$ cat config.mk
export PLATFORM = sky130hd
export DESIGN_NAME = alu_arbiter
export DESIGN_NICKNAME = d
export VERILOG_FILES = /design/src/rtl/alu_arbiter.sv
export SDC_FILE = /design/constraint.sdc
export NUM_CORES = 1
export LEC_CHECK = 0
export BUFFER_PORTS_ARGS = -buffer_cell sky130_fd_sc_hd__buf_2
export CAP_MARGIN = 20
export CORE_MARGIN = 1
export CORE_UTILIZATION = 25
export CTS_BUF_LIST = sky130_fd_sc_hd__clkbuf_8
export CTS_CLUSTER_DIAMETER = 30
export CTS_CLUSTER_SIZE = 20
export DETAILED_ROUTE_END_ITERATION = 10
export GPL_TIMING_DRIVEN = 0
export PLACE_DENSITY = 0.52
export SETUP_SLACK_MARGIN = 0.15
export SKIP_LAST_GASP = 1
export SYNTH_ARGS = -nofsm -noshare
export SYNTH_HDL_FRONTEND = slang
export SYNTH_SLANG_ARGS = --single-unit
$ cat constraint.sdc
create_clock -name iClk -period 4.7 [get_ports iClk]
set_clock_uncertainty 0.05 [all_clocks]
set_input_delay 0.47 -clock iClk [delete_from_list [all_inputs] [get_ports iClk]]
set_output_delay 0.47 -clock iClk [all_outputs]
set_load 0.05 [all_outputs]
$ cat src/rtl/alu_arbiter.sv
// Round-robin arbiter sharing one external combinational ALU between two requesters.
// One op in flight at a time: IDLE (accept) -> EXEC (sample ALU) -> RESP (hold until consumed).
module alu_arbiter #(
    parameter int DATA_W = 32,
    parameter int CTRL_W = 5
) (
    input  logic              iClk,
    input  logic              iRst,
    input  logic              iReqValid0,
    input  logic              iReqValid1,
    output logic              oReqReady0,
    output logic              oReqReady1,
    input  logic [CTRL_W-1:0] iReqControl0,
    input  logic [CTRL_W-1:0] iReqControl1,
    input  logic [DATA_W-1:0] iReqA0,
    input  logic [DATA_W-1:0] iReqA1,
    input  logic [DATA_W-1:0] iReqB0,
    input  logic [DATA_W-1:0] iReqB1,
    output logic              oRspValid0,
    output logic              oRspValid1,
    input  logic              iRspReady0,
    input  logic              iRspReady1,
    output logic [DATA_W-1:0] oRspResult0,
    output logic [DATA_W-1:0] oRspResult1,
    output logic              oRspErr0,
    output logic              oRspErr1,
    output logic [CTRL_W-1:0] oAluControl,
    output logic [DATA_W-1:0] oAluA,
    output logic [DATA_W-1:0] oAluB,
    input  logic [DATA_W-1:0] iAluResult,
    output logic              oBusy
);

    localparam logic [CTRL_W-1:0] OP_AND = CTRL_W'(5'b00000);
    localparam logic [CTRL_W-1:0] OP_OR  = CTRL_W'(5'b00001);
    localparam logic [CTRL_W-1:0] OP_ADD = CTRL_W'(5'b00010);
    localparam logic [CTRL_W-1:0] OP_SUB = CTRL_W'(5'b00110);
    localparam logic [CTRL_W-1:0] OP_SLT = CTRL_W'(5'b00111);

    typedef enum logic [1:0] {IDLE, EXEC, RESP} state_e;

    state_e              state_q, state_d;
    logic                last_grant_q, last_grant_d;
    logic                owner_q, owner_d;
    logic [CTRL_W-1:0]   ctrl_q, ctrl_d;
    logic [DATA_W-1:0]   a_q, a_d, b_q, b_d;
    logic [DATA_W-1:0]   result_q, result_d;
    logic                err_q, err_d;

    logic winner;
    logic any_valid;
    logic op_legal;
    logic rsp_ready;

    // Contested grant goes to whoever did not win last; a lone requester always wins.
    assign any_valid = iReqValid0 | iReqValid1;
    assign winner    = (iReqValid0 && iReqValid1) ? !last_grant_q : iReqValid1;
    assign rsp_ready = owner_q ? iRspReady1 : iRspReady0;
    assign op_legal  = (ctrl_q == OP_AND) || (ctrl_q == OP_OR) || (ctrl_q == OP_ADD) ||
                       (ctrl_q == OP_SUB) || (ctrl_q == OP_SLT);

    always_ff @(posedge iClk or posedge iRst) begin
        if (iRst) begin
            state_q      <= IDLE;
            last_grant_q <= 1'b1;
            owner_q      <= 1'b0;
            ctrl_q       <= '0;
            a_q          <= '0;
            b_q          <= '0;
            result_q     <= '0;
            err_q        <= 1'b0;
        end else begin
            state_q      <= state_d;
            last_grant_q <= last_grant_d;
            owner_q      <= owner_d;
            ctrl_q       <= ctrl_d;
            a_q          <= a_d;
            b_q          <= b_d;
            result_q     <= result_d;
            err_q        <= err_d;
        end
    end

    always_comb begin
        state_d      = state_q;
        last_grant_d = last_grant_q;
        owner_d      = owner_q;
        ctrl_d       = ctrl_q;
        a_d          = a_q;
        b_d          = b_q;
        result_d     = result_q;
        err_d        = err_q;
        case (state_q)
            IDLE: begin
                if (any_valid) begin
                    state_d      = EXEC;
                    owner_d      = winner;
                    last_grant_d = winner;
                    ctrl_d       = winner ? iReqControl1 : iReqControl0;
                    a_d          = winner ? iReqA1 : iReqA0;
                    b_d          = winner ? iReqB1 : iReqB0;
                end
            end
            EXEC: begin
                // Illegal ops never let the ALU output through.
                state_d  = RESP;
                result_d = op_legal ? iAluResult : '0;
                err_d    = !op_legal;
            end
            RESP: begin
                if (rsp_ready) state_d = IDLE;
            end
            default: state_d = IDLE;
        endcase
    end

    always_comb begin
        oReqReady0  = 1'b0;
        oReqReady1  = 1'b0;
        oRspValid0  = 1'b0;
        oRspValid1  = 1'b0;
        oRspResult0 = result_q;
        oRspResult1 = result_q;
        oRspErr0    = err_q;
        oRspErr1    = err_q;
        oAluControl = ctrl_q;
        oAluA       = a_q;
        oAluB       = b_q;
        oBusy       = (state_q != IDLE);
        if (state_q == IDLE && any_valid) begin
            oReqReady0 = !winner;
            oReqReady1 = winner;
        end
        if (state_q == RESP) begin
            oRspValid0 = !owner_q;
            oRspValid1 = owner_q;
        end
    end

endmodule

==> flow_metrics.py, run 1 <==
metrics = {
    "placed_design": {
        "port_buffers": 315,
        "dp_hpwl_mm": 12.92,
        "gp_congestion": 0.7236,
    },
    "power": {
        "p_total_mw": 6.546,
        "vdd_ir_drop_max_uv": 290.4,
        "power.density_nw_per_um2": 927.1,
        "p_leak_nw": 3.722,
    },
    "cells_and_area": {
        "drive_gt1_share_pct": 52.01,
        "fin_util_pct": 36.40,
        "layout_commonest_cell": "buf_2",
        "most-common-layout-cells": "buf_2 (331), dfrtp_1 (105), o21a_1 (69), a221o_1 (69), nand2_1 (66)",
        "antennaDiodeCount": 0,
        "fill_cells": 2086,
        "nNetsFinal": 942,
        "area_delta_synth_final_pct": 42.82,
    },
    "synth": {
        "syn_avg_cell_area_sq_um": 11.26,
        "yosysUniqueCellTypes": 25,
        "synth_ff_type": "dfrtp_1",
        "synth_cells": 439,
        "synth-seq-cells": 106,
        "yosysSeqAreaShare_pct": 53.68,
        "async_flop_share_pct": 100.0,
        "synth_fp_nets": 615,
        "synth-edff-count": 0,
        "syn_area_sq_um": 4943,
        "yosys_warnings": 0,
    },
    "timing": {
        "slew-limit-headroom_pct": 54.29,
        "finalSetupViolCount": 0,
        "fin_crit_ps": 2530,
        "worstMarginPinSlew_ps": 683.2,
        "timing.final.max_slew_violations": 0,
        "grt_setup_unrepaired": "false",
        "fmax_mhz": 395.3,
        "hold_violations": 0,
        "final.period_utilization_pct": 53.83,
    },
    "critical_path": {
        "critPathKind": "register to output port",
        "crit_path_cell_trace": "nor2_2 -> and3_1 -> buf_2 -> buf_2 -> buf_2",
        "arrival_ps": 2010,
        "cp_max_fo": 10,
        "path_delay_family": "buffers and inverters",
        "end_kind": "output port",
        "ff2ff_setup_slack_ps": 2930,
        "r2r-start": "state_q[1]",
        "crit_required_ps": 4180,
        "slowest_stage": "dfrtp_1",
        "cpPeakStageDelay_ps": 420,
        "reg2reg_to": "oAluB[17]",
        "rr_worst_depth": 5,
        "cpMostUsedCell": "buf_2",
        "path_buf_inv": 3,
        "critPathLaunchType": "register",
    },
    "clocking": {
        "path_clk_slew_ps": 110,
        "cts_tree": "yes",
        "cts.sinks": 106,
        "clockBufferDepth": 2,
        "postCtsSetupRepairBufs": 0,
        "post_cts_resized": 0,
        "htree_levels": 3,
        "insertion_delay_ps": 380,
        "cts_hold_buf": 0,
        "numCtsBuffers": 9,
        "cts_root_buf": "clkbuf_8",
    },
    "floorplanning": {
        "core_area_sq_um": 19400,
        "num_rows": 51,
        "die_h_um": 142.6,
        "io_pins": 316,
        "fp.dieW_um": 142.6,
        "initial_core_util_pct": 25.48,
        "die_area_sq_um": 20340,
    },
    "global_route": {
        "gr-total-overflow": 0,
        "grt_pass1_vias": 4563,
        "antenna_found_initial": 0,
        "grt_max_degree": 57,
        "grt_pass1_wl_mm": 25.67,
        "track_usage_pct": 16.73,
    },
    "routing": {
        "drtIter0Drc": 220,
        "dr.pass1.iters": 4,
        "drtAntennaViolNets": 0,
        "drt-wirelength-per-cell_um": 16.63,
        "num_vias": 4643,
        "wirelength_mm": 17.22,
        "viasPerCell": 4.482,
        "drc_errors": 0,
    },
    "worst_hold_path": {
        "min_path_type": "primary input to asynchronous set/reset pin",
    },
    "flow_run": {
        "maxCapViolCount": 0,
    },
    "outcome": {
        "status": "finished clean",
    },
}
how the worst max path moves through the flow:
| stage | cells past startpoint | slack, ps | end | from |
|---|---|---|---|---|
| after floorplan | 1 | 1390 | oAluA[0] | iRst |
| after global placement | 2 | -220 | oAluA[10] | iRst |
| after detailed placement | 6 | 2540 | oReqReady0 | iReqValid1 |
| after CTS | 5 | 2080 | oReqReady0 | state_q[1] |
| after global routing | 5 | 2020 | oReqReady0 | state_q[1] |
| final | 5 | 2170 | oReqReady0 | state_q[1] |
synth_stat cells (2+ instances only):
master / count / area share (%)
dfrtp_1: 105 / 53
a221o_1: 69 / 14
o21a_1: 69 / 10
nand2_1: 66 / 5.0
o21ai_0: 34 / 3.4
buf_4: 33 / 5.0
buf_2: 16 / 1.6
clkbuf_1: 16 / 1.2
buf_8: 7 / 2.1
nor2_1: 4 / 0.30
inv_1: 3 / 0.23
a21o_2: 2 / 0.35
mux2_2: 2 / 0.46
nand2b_1: 2 / 0.25
registers in the layout, indices dropped and copies added, names as in the netlist:
register      flops
oRspErr0          1
owner_q           1
oAluB            32
oAluControl       5
state_q           2
oAluA            32
oRspResult0      32
last_grant_q      1
report_power, final:
group	switching, mW	internal [mW]	total [mW]	leakage (nW)
sequential	0.282	1.36	1.64	1.34
clock	0.347	0.198	0.545	0.0904
combinational	3.10	1.27	4.36	2.29
metal layers:
metal | up-vias | global-route usage (%) | routed length (um)
met2 | 215 | 28.74 | 8347
met4 | 0 | 4.754 | 177
met5 | - | 0 | 0
li1 | 2238 | - | -
met3 | 11 | 3.991 | 1281
met1 | 2179 | 20.78 | 7419
through the flow:
| stage | area, sq um | worst slack [ps] | setup TNS, ps | hold slack (ps) | instances |
|---|---|---|---|---|---|
| finish | 7061 | 2170 | 0 | 57.38 | 1036 |
| global route | 7061 | 2019 | 0 | 67.40 | 1036 |
| CTS | 7061 | 2080 | 0 | 61.82 | 1036 |
| detailed placement | 6884 | 2541 | 0 | 444.2 | 1020 |
| global placement | 6852 | -223.6 | -22320 | 438.0 | 1019 |
| floorplan | 4943 | 1393 | 0 | 460.9 | 439 |
final cells by class:
type | instances | area (sq um) | area share, %
Clock buffer | 9 | 123.9 | 1.754
Inverter | 4 | 20.02 | 0.2835
Multi-Input combinational cell | 255 | 1750 | 24.79
Timing Repair Buffer | 316 | 1604 | 22.72
Clock inverter | 7 | 52.55 | 0.7443
Buffer | 74 | 524.3 | 7.425
Tap cell | 265 | 331.6 | 4.696
Sequential cell | 106 | 2654 | 37.59
cell families after synthesis:
kind of cell | synth area share (%)
AO/OA/AOI/OAI | 28.40
flip-flops | 53.68
AND/OR/NAND/NOR | 6.555
buffers and inverters | 10.91
multiplexers | 0.4555
Power figures use the tool's default switching activity.
==> run 2: changes to the inputs <==
--- a/config.mk
+++ b/config.mk
@@ -14,7 +14,7 @@
 export CTS_CLUSTER_SIZE = 20
 export DETAILED_ROUTE_END_ITERATION = 10
 export GPL_TIMING_DRIVEN = 0
-export PLACE_DENSITY = 0.52
+export PLACE_DENSITY = 0.54
 export SETUP_SLACK_MARGIN = 0.15
 export SKIP_LAST_GASP = 1
 export SYNTH_ARGS = -nofsm -noshare
==> constraint.sdc (replaced) <==
create_clock -name iClk -period 2.1 [get_ports iClk]
set_clock_uncertainty 0.05 [all_clocks]
set_input_delay 0.21 -clock iClk [delete_from_list [all_inputs] [get_ports iClk]]
set_output_delay 0.21 -clock iClk [all_outputs]
set_load 0.05 [all_outputs]
==> run 2 against run 1 <==
Effect of this change: total power increased by 130%; utilization rose by 9.0 points; first-iteration DRC count stayed put; largest cell class is now buffers; largest power group unchanged.
==> flow_metrics.py, run 2 (synthesized netlist as in run 1, its figures left out) <==
metrics = {
    "global_route": {
        "grt_pass1_wl_mm": 29.62,
        "gr-total-overflow": 0,
        "antenna_found_initial": 0,
        "track_usage_pct": 18.95,
        "grt_max_degree": 40,
        "grt_pass1_vias": 5600,
    },
    "power": {
        "pwr-share-clk_pct": 8.4,
        "power.density_nw_per_um2": 1721,
        "netSwitchingFraction_pct": 56.18,
        "switchingPower_mw": 8.515,
        "p_int_mw": 6.641,
        "sequentialPowerShare_pct": 24.5,
        "vdd_ir_drop_max_uv": 908.7,
        "p_leak_nw": 4.441,
        "combPwrFrac_pct": 67.1,
    },
    "cells_and_area": {
        "fin_cells": 1205,
        "antennaDiodeCount": 0,
        "fill_cells": 1848,
        "layout_commonest_cell": "buf_2",
        "final_area_sq_um": 8807,
        "nNetsFinal": 1111,
        "area_delta_synth_final_pct": 78.16,
        "most-common-layout-cells": "buf_2 (325), dlygate4sd3_1 (165), dfrtp_1 (105), o21a_1 (69), a221o_1 (69)",
        "drive_gt1_share_pct": 43.09,
    },
    "routing": {
        "drt-wirelength-per-cell_um": 16.20,
        "drtIter0Drc": 220,
        "viasPerCell": 4.476,
        "wirelength_mm": 19.53,
        "num_vias": 5393,
        "drtAntennaViolNets": 0,
        "drc_errors": 0,
        "dr.pass1.iters": 6,
    },
    "floorplanning": {
        "core_area_sq_um": 19400,
        "fp.dieW_um": 142.6,
        "initial_core_util_pct": 25.48,
        "io_pins": 316,
        "num_rows": 51,
        "die_h_um": 142.6,
        "die_area_sq_um": 20340,
    },
    "critical_path": {
        "critPathKind": "register to output port",
        "r2r-start": "last_grant_q",
        "crit_required_ps": 1840,
        "arrival_ps": 1560,
        "critPathLaunch": "last_grant_q",
        "end_kind": "output port",
        "critPathLaunchType": "register",
        "cp_max_fo": 10,
    },
    "timing": {
        "timing.final.max_slew_violations": 0,
        "hold_violations": 0,
        "grt_setup_unrepaired": "false",
        "fmax_mhz": 548.5,
        "slew-limit-headroom_pct": 49.69,
        "finalSetupViolCount": 0,
        "final.period_utilization_pct": 86.81,
        "fin_crit_ps": 1823,
        "worstMarginPinSlew_ps": 753.0,
    },
    "clocking": {
        "insertion_delay_ps": 370,
        "path_clk_slew_ps": 110,
        "cts.sinks": 106,
        "numCtsBuffers": 9,
        "clockBufferDepth": 2,
        "htree_levels": 3,
        "cts_tree": "yes",
        "cts_root_buf": "clkbuf_8",
    },
    "placed_design": {
        "port_buffers": 315,
        "place_inst": 1021,
        "dp_hpwl_mm": 13.03,
        "gp_congestion": 0.7491,
        "place_area_sq_um": 6895,
    },
    "worst_hold_path": {
        "hp-start": "iAluResult[28]",
        "min_path_type": "primary input to register",
    },
    "outcome": {
        "status": "finished clean",
    },
    "flow_run": {
        "maxCapViolCount": 0,
    },
}
-- run 2: cell types whose count changed in the layout (fill, tap and decap cells not counted), moves of 2 or more --
cell / previous run / this run
buf_12: 1 / 4
buf_2: 331 / 325
buf_4: 33 / 36
buf_8: 7 / 9
clkbuf_4: 0 / 2
clkinvlp_4: 1 / 3
dlygate4sd3_1: 0 / 165
inv_6: 4 / 2
-- run 2: power groups by stage --
stage | logic (mW) | registers (mW) | clock network [mW]
3_5_place_dp | 9.87 | 3.71 | 0
6_report | 10.2 | 3.71 | 1.27
2_1_floorplan | 4.21 | 6.94 | 0
4_1_cts | 10.1 | 3.69 | 1.34
3_3_place_gp | 9.83 | 3.72 | 0
5_1_grt | 10.8 | 3.83 | 1.41
-- run 2: final timing paths --
kind	depth (start not counted)	slack, ps	endpoint
max	5	280	oReqReady0
min	3	30	oRspResult0[28]
max reg2reg	6	330	oAluB[19]
min reg2reg	2	460	oRspResult0[15]
min in group asynchronous	3	440	oAluA[20]
max in group asynchronous	4	850	last_grant_q
-- run 2: critical path: stages, from the launching register on --
cell	delay, ps
dfstp_2	550
nand2b_1	90
and3_1	160
buf_6	110
buf_8	130
buf_8	150
-- run 2: routing by layer --
metal | global-route usage (%) | part of all wire (%)
met5 | 0 | 0
met4 | 5.093 | 1.2
met3 | 4.326 | 5.8
met2 | 34.49 | 51
met1 | 22.18 | 42
-- run 2: timing repair --
item,in CTS,in global routing
hold buffers,165,0
setup endpoints to repair,2,3
hold endpoints to repair,126,0
buffers inserted,0,3
gates cloned,0,0
pin swaps,0,1
resized for setup,9,6
-- run 2: area by class of cell --
| cell class | count | area, sq um | share of cell area (%) |
|---|---|---|---|
| buffer | 74 | 548.0 | 6.222 |
| clock buffer | 10 | 137.6 | 1.563 |
| clock inverter | 6 | 48.80 | 0.5541 |
| inverter | 4 | 18.77 | 0.2131 |
| multi-input combinational | 255 | 1755 | 19.93 |
| sequential | 106 | 2654 | 30.13 |
| tap | 265 | 331.6 | 3.765 |
| timing repair buffer | 485 | 3313 | 37.62 |
-- run 2: through the flow --
| step | util [%] | total power [mW] | setup TNS [ps] | setup WS, ps | hold WS [ps] |
|---|---|---|---|---|---|
| 3_5_place_dp | 35.55 | 13.58 | 0 | 210.9 | 335.3 |
| 4_1_cts | 45.18 | 15.17 | 0 | 137.1 | 0.4347 |
| 3_3_place_gp | 35.34 | 13.55 | -34250 | -335.6 | 389.8 |
| 5_1_grt | 45.40 | 16.01 | 0 | 177.0 | 3.474 |
| 2_1_floorplan | - | 11.15 | 0 | 546.6 | 296.0 |
| 6_report | 45.40 | 15.16 | 0 | 276.9 | 29.64 |
